## config.mk

```make
export PLATFORM = sky130hd
export DESIGN_NAME = mem_access_ctrl
export DESIGN_NICKNAME = d
export VERILOG_FILES = /design/src/rtl/mem_access_ctrl.sv
export SDC_FILE = /design/constraint.sdc
export NUM_CORES = 1
export LEC_CHECK = 0
export BUFFER_PORTS_ARGS = -buffer_cell sky130_fd_sc_hd__buf_2
export CORE_MARGIN = 10
export CORE_UTILIZATION = 51
export CTS_BUF_LIST = sky130_fd_sc_hd__clkbuf_8
export CTS_CLUSTER_DIAMETER = 100
export DETAILED_ROUTE_END_ITERATION = 8
export GPL_ROUTABILITY_DRIVEN = 0
export PLACE_DENSITY = 0.95
export SYNTH_ARGS = -nofsm -noshare
export SYNTH_HDL_FRONTEND = slang
export SYNTH_SLANG_ARGS = --single-unit
```

## constraint.sdc

```tcl
create_clock -name clk -period 2.72 [get_ports clk]
set_input_delay 0.136 -clock clk [delete_from_list [all_inputs] [get_ports clk]]
set_output_delay 0.136 -clock clk [all_outputs]
set_load 0.05 [all_outputs]
```

## src/rtl/mem_access_ctrl.sv

```systemverilog
// mem_access_ctrl: memory-stage access controller for the 16-bit pipeline.
//
// This block sits between the EX/MEM and MEM/WB pipeline registers. It turns a
// load/store held in EX/MEM into a req/ack handshake with a variable-latency
// data memory. While the access is in flight, it stalls the upstream pipeline.
//
// Optional feature: define MEM_TIMEOUT_EN to add the wait counter and the ERR
// state. When an access times out, it is aborted and the faulting instruction
// becomes a bubble in MEM/WB. Without the macro, ACCESS waits for mem_ack
// indefinitely, and mem_err / MEMWBclear are tied to 0.
//
// Parameters:
//   ADDR_W   data memory address width
//   DATA_W   data word width
//   TIMEOUT  ACCESS cycles without ack before abort (1..15)
//
// Ports:
//   clk, reset        clock; synchronous active-high reset
//   exmem_valid       EX/MEM holds a valid instruction
//   exmem_memread     instruction is a load
//   exmem_memwrite    instruction is a store (wins over memread)
//   exmem_addr        effective address
//   exmem_wdata       store data
//   mem_req           registered request to data memory
//   mem_we            registered write enable, qualified by mem_req
//   mem_addr          registered request address
//   mem_wdata         registered store data
//   mem_ack           memory completion pulse
//   mem_rdata         read data, valid with mem_ack
//   dataMemOut        registered load result into MEM/WB
//   wr_MEMWB          MEM/WB load enable
//   MEMWBclear        MEM/WB bubble insert
//   stall             freeze PC, IF/ID, ID/EX and EX/MEM
//   mem_err           one-cycle pulse on access timeout
module mem_access_ctrl #(
    parameter int unsigned ADDR_W  = 16,
    parameter int unsigned DATA_W  = 16,
    parameter int unsigned TIMEOUT = 15
) (
    input  logic              clk,
    input  logic              reset,
    input  logic              exmem_valid,
    input  logic              exmem_memread,
    input  logic              exmem_memwrite,
    input  logic [ADDR_W-1:0] exmem_addr,
    input  logic [DATA_W-1:0] exmem_wdata,
    output logic              mem_req,
    output logic              mem_we,
    output logic [ADDR_W-1:0] mem_addr,
    output logic [DATA_W-1:0] mem_wdata,
    input  logic              mem_ack,
    input  logic [DATA_W-1:0] mem_rdata,
    output logic [DATA_W-1:0] dataMemOut,
    output logic              wr_MEMWB,
    output logic              MEMWBclear,
    output logic              stall,
    output logic              mem_err
);

`ifdef MEM_TIMEOUT_EN
    typedef enum logic [1:0] {StIdle, StAccess, StDone, StErr} state_e;
`else
    typedef enum logic [1:0] {StIdle, StAccess, StDone} state_e;
`endif

    state_e state_q, state_d;
    logic   memop;
    logic   start;     // IDLE accepting a new memory op this cycle
    logic   ack_take;  // ack seen while in ACCESS
    logic   timeout;   // last allowed ACCESS cycle passed with no ack

    assign memop    = exmem_valid & (exmem_memread | exmem_memwrite);
    assign start    = (state_q == StIdle) & memop;
    assign ack_take = (state_q == StAccess) & mem_ack;

`ifdef MEM_TIMEOUT_EN
    localparam logic [3:0] TimeoutLast = 4'(TIMEOUT - 1);

    logic [3:0] wait_cnt_q;

    assign timeout = (state_q == StAccess) & ~mem_ack & (wait_cnt_q == TimeoutLast);

    always_ff @(posedge clk) begin
        if (reset) begin
            wait_cnt_q <= 4'd0;
        end else if (start) begin
            wait_cnt_q <= 4'd0;
        end else if ((state_q == StAccess) && !mem_ack && !timeout) begin
            wait_cnt_q <= wait_cnt_q + 4'd1;
        end
    end

    assign mem_err    = (state_q == StErr);
    assign MEMWBclear = (state_q == StErr);
`else
    logic unused_timeout;

    assign unused_timeout = ^TIMEOUT;
    assign timeout        = 1'b0;
    assign mem_err        = 1'b0;
    assign MEMWBclear     = 1'b0;
`endif

    // Next state and pipeline-control outputs.
    always_comb begin
        state_d  = state_q;
        stall    = 1'b0;
        wr_MEMWB = 1'b0;
        unique case (state_q)
            StIdle: begin
                // Non-memory instructions flow through with no penalty.
                stall    = memop;
                wr_MEMWB = ~memop;
                if (memop) begin
                    state_d = StAccess;
                end
            end
            StAccess: begin
                stall = 1'b1;
                // Ack wins over timeout in the same cycle.
                if (mem_ack) begin
                    state_d = StDone;
                end
`ifdef MEM_TIMEOUT_EN
                else if (timeout) begin
                    state_d = StErr;
                end
`endif
            end
            StDone: begin
                wr_MEMWB = 1'b1;
                state_d  = StIdle;
            end
`ifdef MEM_TIMEOUT_EN
            StErr: begin
                state_d = StIdle;
            end
`endif
            default: begin
                state_d = StIdle;
            end
        endcase
    end

    always_ff @(posedge clk) begin
        if (reset) begin
            state_q    <= StIdle;
            mem_req    <= 1'b0;
            mem_we     <= 1'b0;
            mem_addr   <= '0;
            mem_wdata  <= '0;
            dataMemOut <= '0;
        end else begin
            state_q <= state_d;
            if (start) begin
                mem_req   <= 1'b1;
                mem_we    <= exmem_memwrite;
                mem_addr  <= exmem_addr;
                mem_wdata <= exmem_wdata;
            end
            if (ack_take) begin
                mem_req <= 1'b0;
                // Only a load updates the result; stores leave it untouched.
                if (!mem_we) begin
                    dataMemOut <= mem_rdata;
                end
            end else if (timeout) begin
                mem_req <= 1'b0;
            end
        end
    end

endmodule

```

# [Word level (Yosys, flattened, before mapping)]
# Cells that the tools add are included.
[totals] reg_bits=52 input_bits=54 out_inout_bits=54 elab_cells=25
[classes] n_eq_ne=4 mux=5 bitwise_logic=6 n_reduce_logical=4
[op_table] op="$mux 2" n=2
[op_table] op="$ne 2x2->1 const B" n=2
[op_table] op="$pmux 1 s2" n=2
[op_table] op="$pmux 2 s2" n=1
[op_table] op="$reduce_and 2->1" n=2
[op_table] op="$and 1x1->1" n=3
[op_table] op="$eq 2x1->1 const B" n=1
[op_table] op="$eq 2x2->1 const B" n=1
[op_table] op="$logic_not 2->1" n=1
[op_table] op="$not 1->1" n=2
[op_table] op="$reduce_or 2->1" n=1
[op_table] op="$or 1x1->1" n=1

# [Depth between registers and ports, before layout]
[logic_depth] ltp_word=4 mapped_depth=5 ltp_nobuf=3

# [Least setup slack after synthesis]
# Ideal clock, no wire load.
[synth_timing] path_type="register to register" start="register mem_we" end="register dataMemOut[12]" setup_time_ps=120 t_arrival_ps=1279 required_time_ps=2600 slack_ps=1320 stages_incl_launch_ff=6 path_buffers=2 period_less_slack_ps=1400 path_cell_list="dfxtp_1 -> and4bb_1 -> buf_4 -> buf_6 -> nand2_1 -> a21oi_2"
[synth_via] elab_chain_cells=2
[synth_rtl] item="start: declaration" line="48" rtl="output logic mem_we,"
[synth_rtl] item="start signal: assignment" line="157" rtl="mem_we <= exmem_memwrite;"
[synth_rtl] item="$not 1->1 (no line)"
[synth_rtl] item="$reduce_and 2->1 (no line)"
[synth_rtl] item="end signal: assignment" line="165" rtl="dataMemOut <= mem_rdata;"
[synth_rtl] item="end: declaration" line="53" rtl="output logic [DATA_W-1:0] dataMemOut,"
# No other way between the ends.
# A chain may end at the register's enable or synchronous reset.

# [Final worst setup path]
[layout_timing] start="register state_q[1]" end="register dataMemOut[5]"
[layout_via] elab_chain_cells=3
[layout_rtl] item="start: declaration" line="66" rtl="state_e state_q, state_d;"
[layout_rtl] item="start signal: assignment" line="147" rtl="state_q <= StIdle;"
[layout_rtl] item="start signal: assignment" line="154" rtl="state_q <= state_d;"
[layout_rtl] item="$eq 2x1->1" line="74" rtl="assign ack_take = (state_q == StAccess) & mem_ack;"
[layout_rtl] item="$and 1x1->1" line="74"
[layout_rtl] item="$reduce_and 2->1 (no line)"
# No other way between the ends.

==> results.cfg <==
[run_status]
outcome = finished, final reports clean

[route]
first_pass_iters = 5
post_drt_wl_per_cell_microns = 13.7
vias = 1805
drt_iter0_markers = 69
wl_microns = 5260
ant_nets = 0
routed_via_density = 4.71
remaining_drc_errors = 0

[clocking]
cts.sinks = 52
clock_latency_ns = 0.30
htreeDepth = 2
cts_max_path_buffers = 2
numCtsBuffers = 5
cts-root-buf = clkbuf_8
cts_tree = yes
cts_setup_buffers = 0
path_clk_slew_ns = 0.09
ctsResizeCount = 0
cts.hold.buffers_added = 0

[timing]
relSlewSlack = 0.365
rsz0062_at_grt = false
fin_crit_ns = 1.53
finalMaxSlewViolations = 0
fin_tns_setup_ns = 0
setup_viol = 0
finalHoldViolations = 0
period_share = 0.563
hold_slack_ns = 0.0646
fin_skew_ns = 0.00746
fmax_mhz = 653
tightest_slew_ns = 0.952

[placement]
io_buffers = 105
dpl-instance-area_sq_mm = 0.00272
dp_hpwl_microns = 4040

[critical_path]
startpoint_type = flop
cp.required_ns = 2.87
endpoint_kind = flop
cp_max_fo = 16
cp_slowest_cell = nand4bb_1
path_cells = nand4bb_1 -> nand2_1 -> a21oi_2
arrival_ns = 1.68
cpPeakStageDelay_ns = 0.64
critical_path_class = flop to flop
cp_top_family = simple AND/OR/NAND/NOR gates
critPathBufInv = 0

[logic_synthesis]
seq_area_frac_synth = 0.464
yosysWarnings = 0
ys_types = 22
syn_inst = 233
syn_avg_cell_area_sq_um = 9.63
syn-cell-area_sq_mm = 0.00224
synth-seq-cells = 52

[floorplan]
die_x_microns = 86.3
initial_utilization = 0.523
dieArea_sq_mm = 0.00745
num_rows = 24
die_h_microns = 86.3
core-area_sq_mm = 0.00429
num_io_pins = 108

[grt]
grt_pass1_vias = 1932
grt_pass1_wl_microns = 8710
track_usage = 0.140
grt_max_degree = 79
grt-ovfl-total = 0
antenna_found_initial = 0

[finish]
final_area_sq_mm = 0.00281
layout_common_cells = 105 x buf_2, 66 x nand2b_1, 52 x dfxtp_1
antennaDiodeCount = 0
drive_above_1_share = 0.372
synthToLayoutAreaGrowth_pct = 25.3
final_nets = 384
fill_cells = 353
final_common_cell = buf_2

[pwr]
p_per_area_mw_per_mm2 = 591
leakage_nw = 1.32
max-vdd-ir-drop_mv = 0.286

[hold_path]
hold_class = input pin to flop

[flow_run]
drv_cap = 0
## flip-flops by register name, indices dropped and copies added, names as in the netlist
register and count:
dataMemOut 16, mem_addr 16, mem_wdata 16, state_q 2, mem_req 1, mem_we 1
## cell type report
type / instances / area (sq um) / area share
clock buffer: 6 / 82.6 / 0.0294
clock inverter: 2 / 10.0 / 0.00356
timing repair buffer: 108 / 548 / 0.195
inverter: 2 / 7.51 / 0.00267
multi-input combinational: 161 / 1060 / 0.376
tap: 52 / 65.1 / 0.0231
sequential: 52 / 1040 / 0.370
## cells by family (layout without fill, tap and decap cells)
kind of cell,after synthesis,after routing,synth area share
buffers and inverters,21,118,0.0686
AND/OR/NAND/NOR,105,105,0.260
flip-flops,52,52,0.464
multiplexers,33,33,0.147
other,1,2,0.00167
AO/OA/AOI/OAI,21,21,0.0591
## report_power, final
group | internal [W] | switching, W | leakage [nW]
logic | 0.000122 | 0.000263 | 0.839
clock network | 0.000204 | 0.000246 | 0.0510
registers | 0.000805 | 0.0000236 | 0.425
total | 0.00113 | 0.000533 | 1.32
## layer usage
layer  global-route usage  wire length, microns
met1                0.155                  2250
met2                0.216                  2230
met3               0.0826                   736
met4               0.0486                    38
met5                    0                     0
## Yosys cell counts, drive strengths merged
library cell / n / area, sq um
nor4b: 1 / 8.76
conb: 1 / 3.75
a21oi: 17 / 100
nand2b: 66 / 413
o21a: 1 / 7.51
o21ba: 1 / 10.0
nand4bb: 1 / 11.3
inv: 2 / 7.51
nand2: 32 / 120
and4bb: 1 / 12.5
dfxtp: 52 / 1040
nor2: 2 / 7.51
clkbuf: 6 / 22.5
buf: 13 / 124
mux2i: 33 / 330
o21ai: 1 / 8.76
nor3: 2 / 10.0
a31oi: 1 / 6.26
## tightest hold or removal path, cell delays in order
cell and delay [ns]:
buf_2 0.09, nand2_1 0.04, a21oi_1 0.05
## path summary, 6_finish.rpt
path / depth (start not counted) / to / startpoint / slack (ns)
max: 3 / dataMemOut[5] / state_q[1] / 1.19
min: 3 / dataMemOut[10] / mem_rdata[10] / 0.06
max reg2reg: 3 / dataMemOut[5] / state_q[1] / 1.19
min reg2reg: 2 / dataMemOut[11] / dataMemOut[11] / 0.46
## stage by stage
step,utilization,setup WS [ns],power (W),cells
2_1_floorplan,-,1.32,0.00115,234
3_3_place_gp,0.633,1.27,0.00123,375
3_5_place_dp,0.633,1.18,0.00124,375
4_1_cts,0.655,1.17,0.00168,383
5_1_grt,0.655,1.00,0.00173,383
6_report,0.655,1.19,0.00166,383
Note: power is estimated with default switching activity, not from simulation.
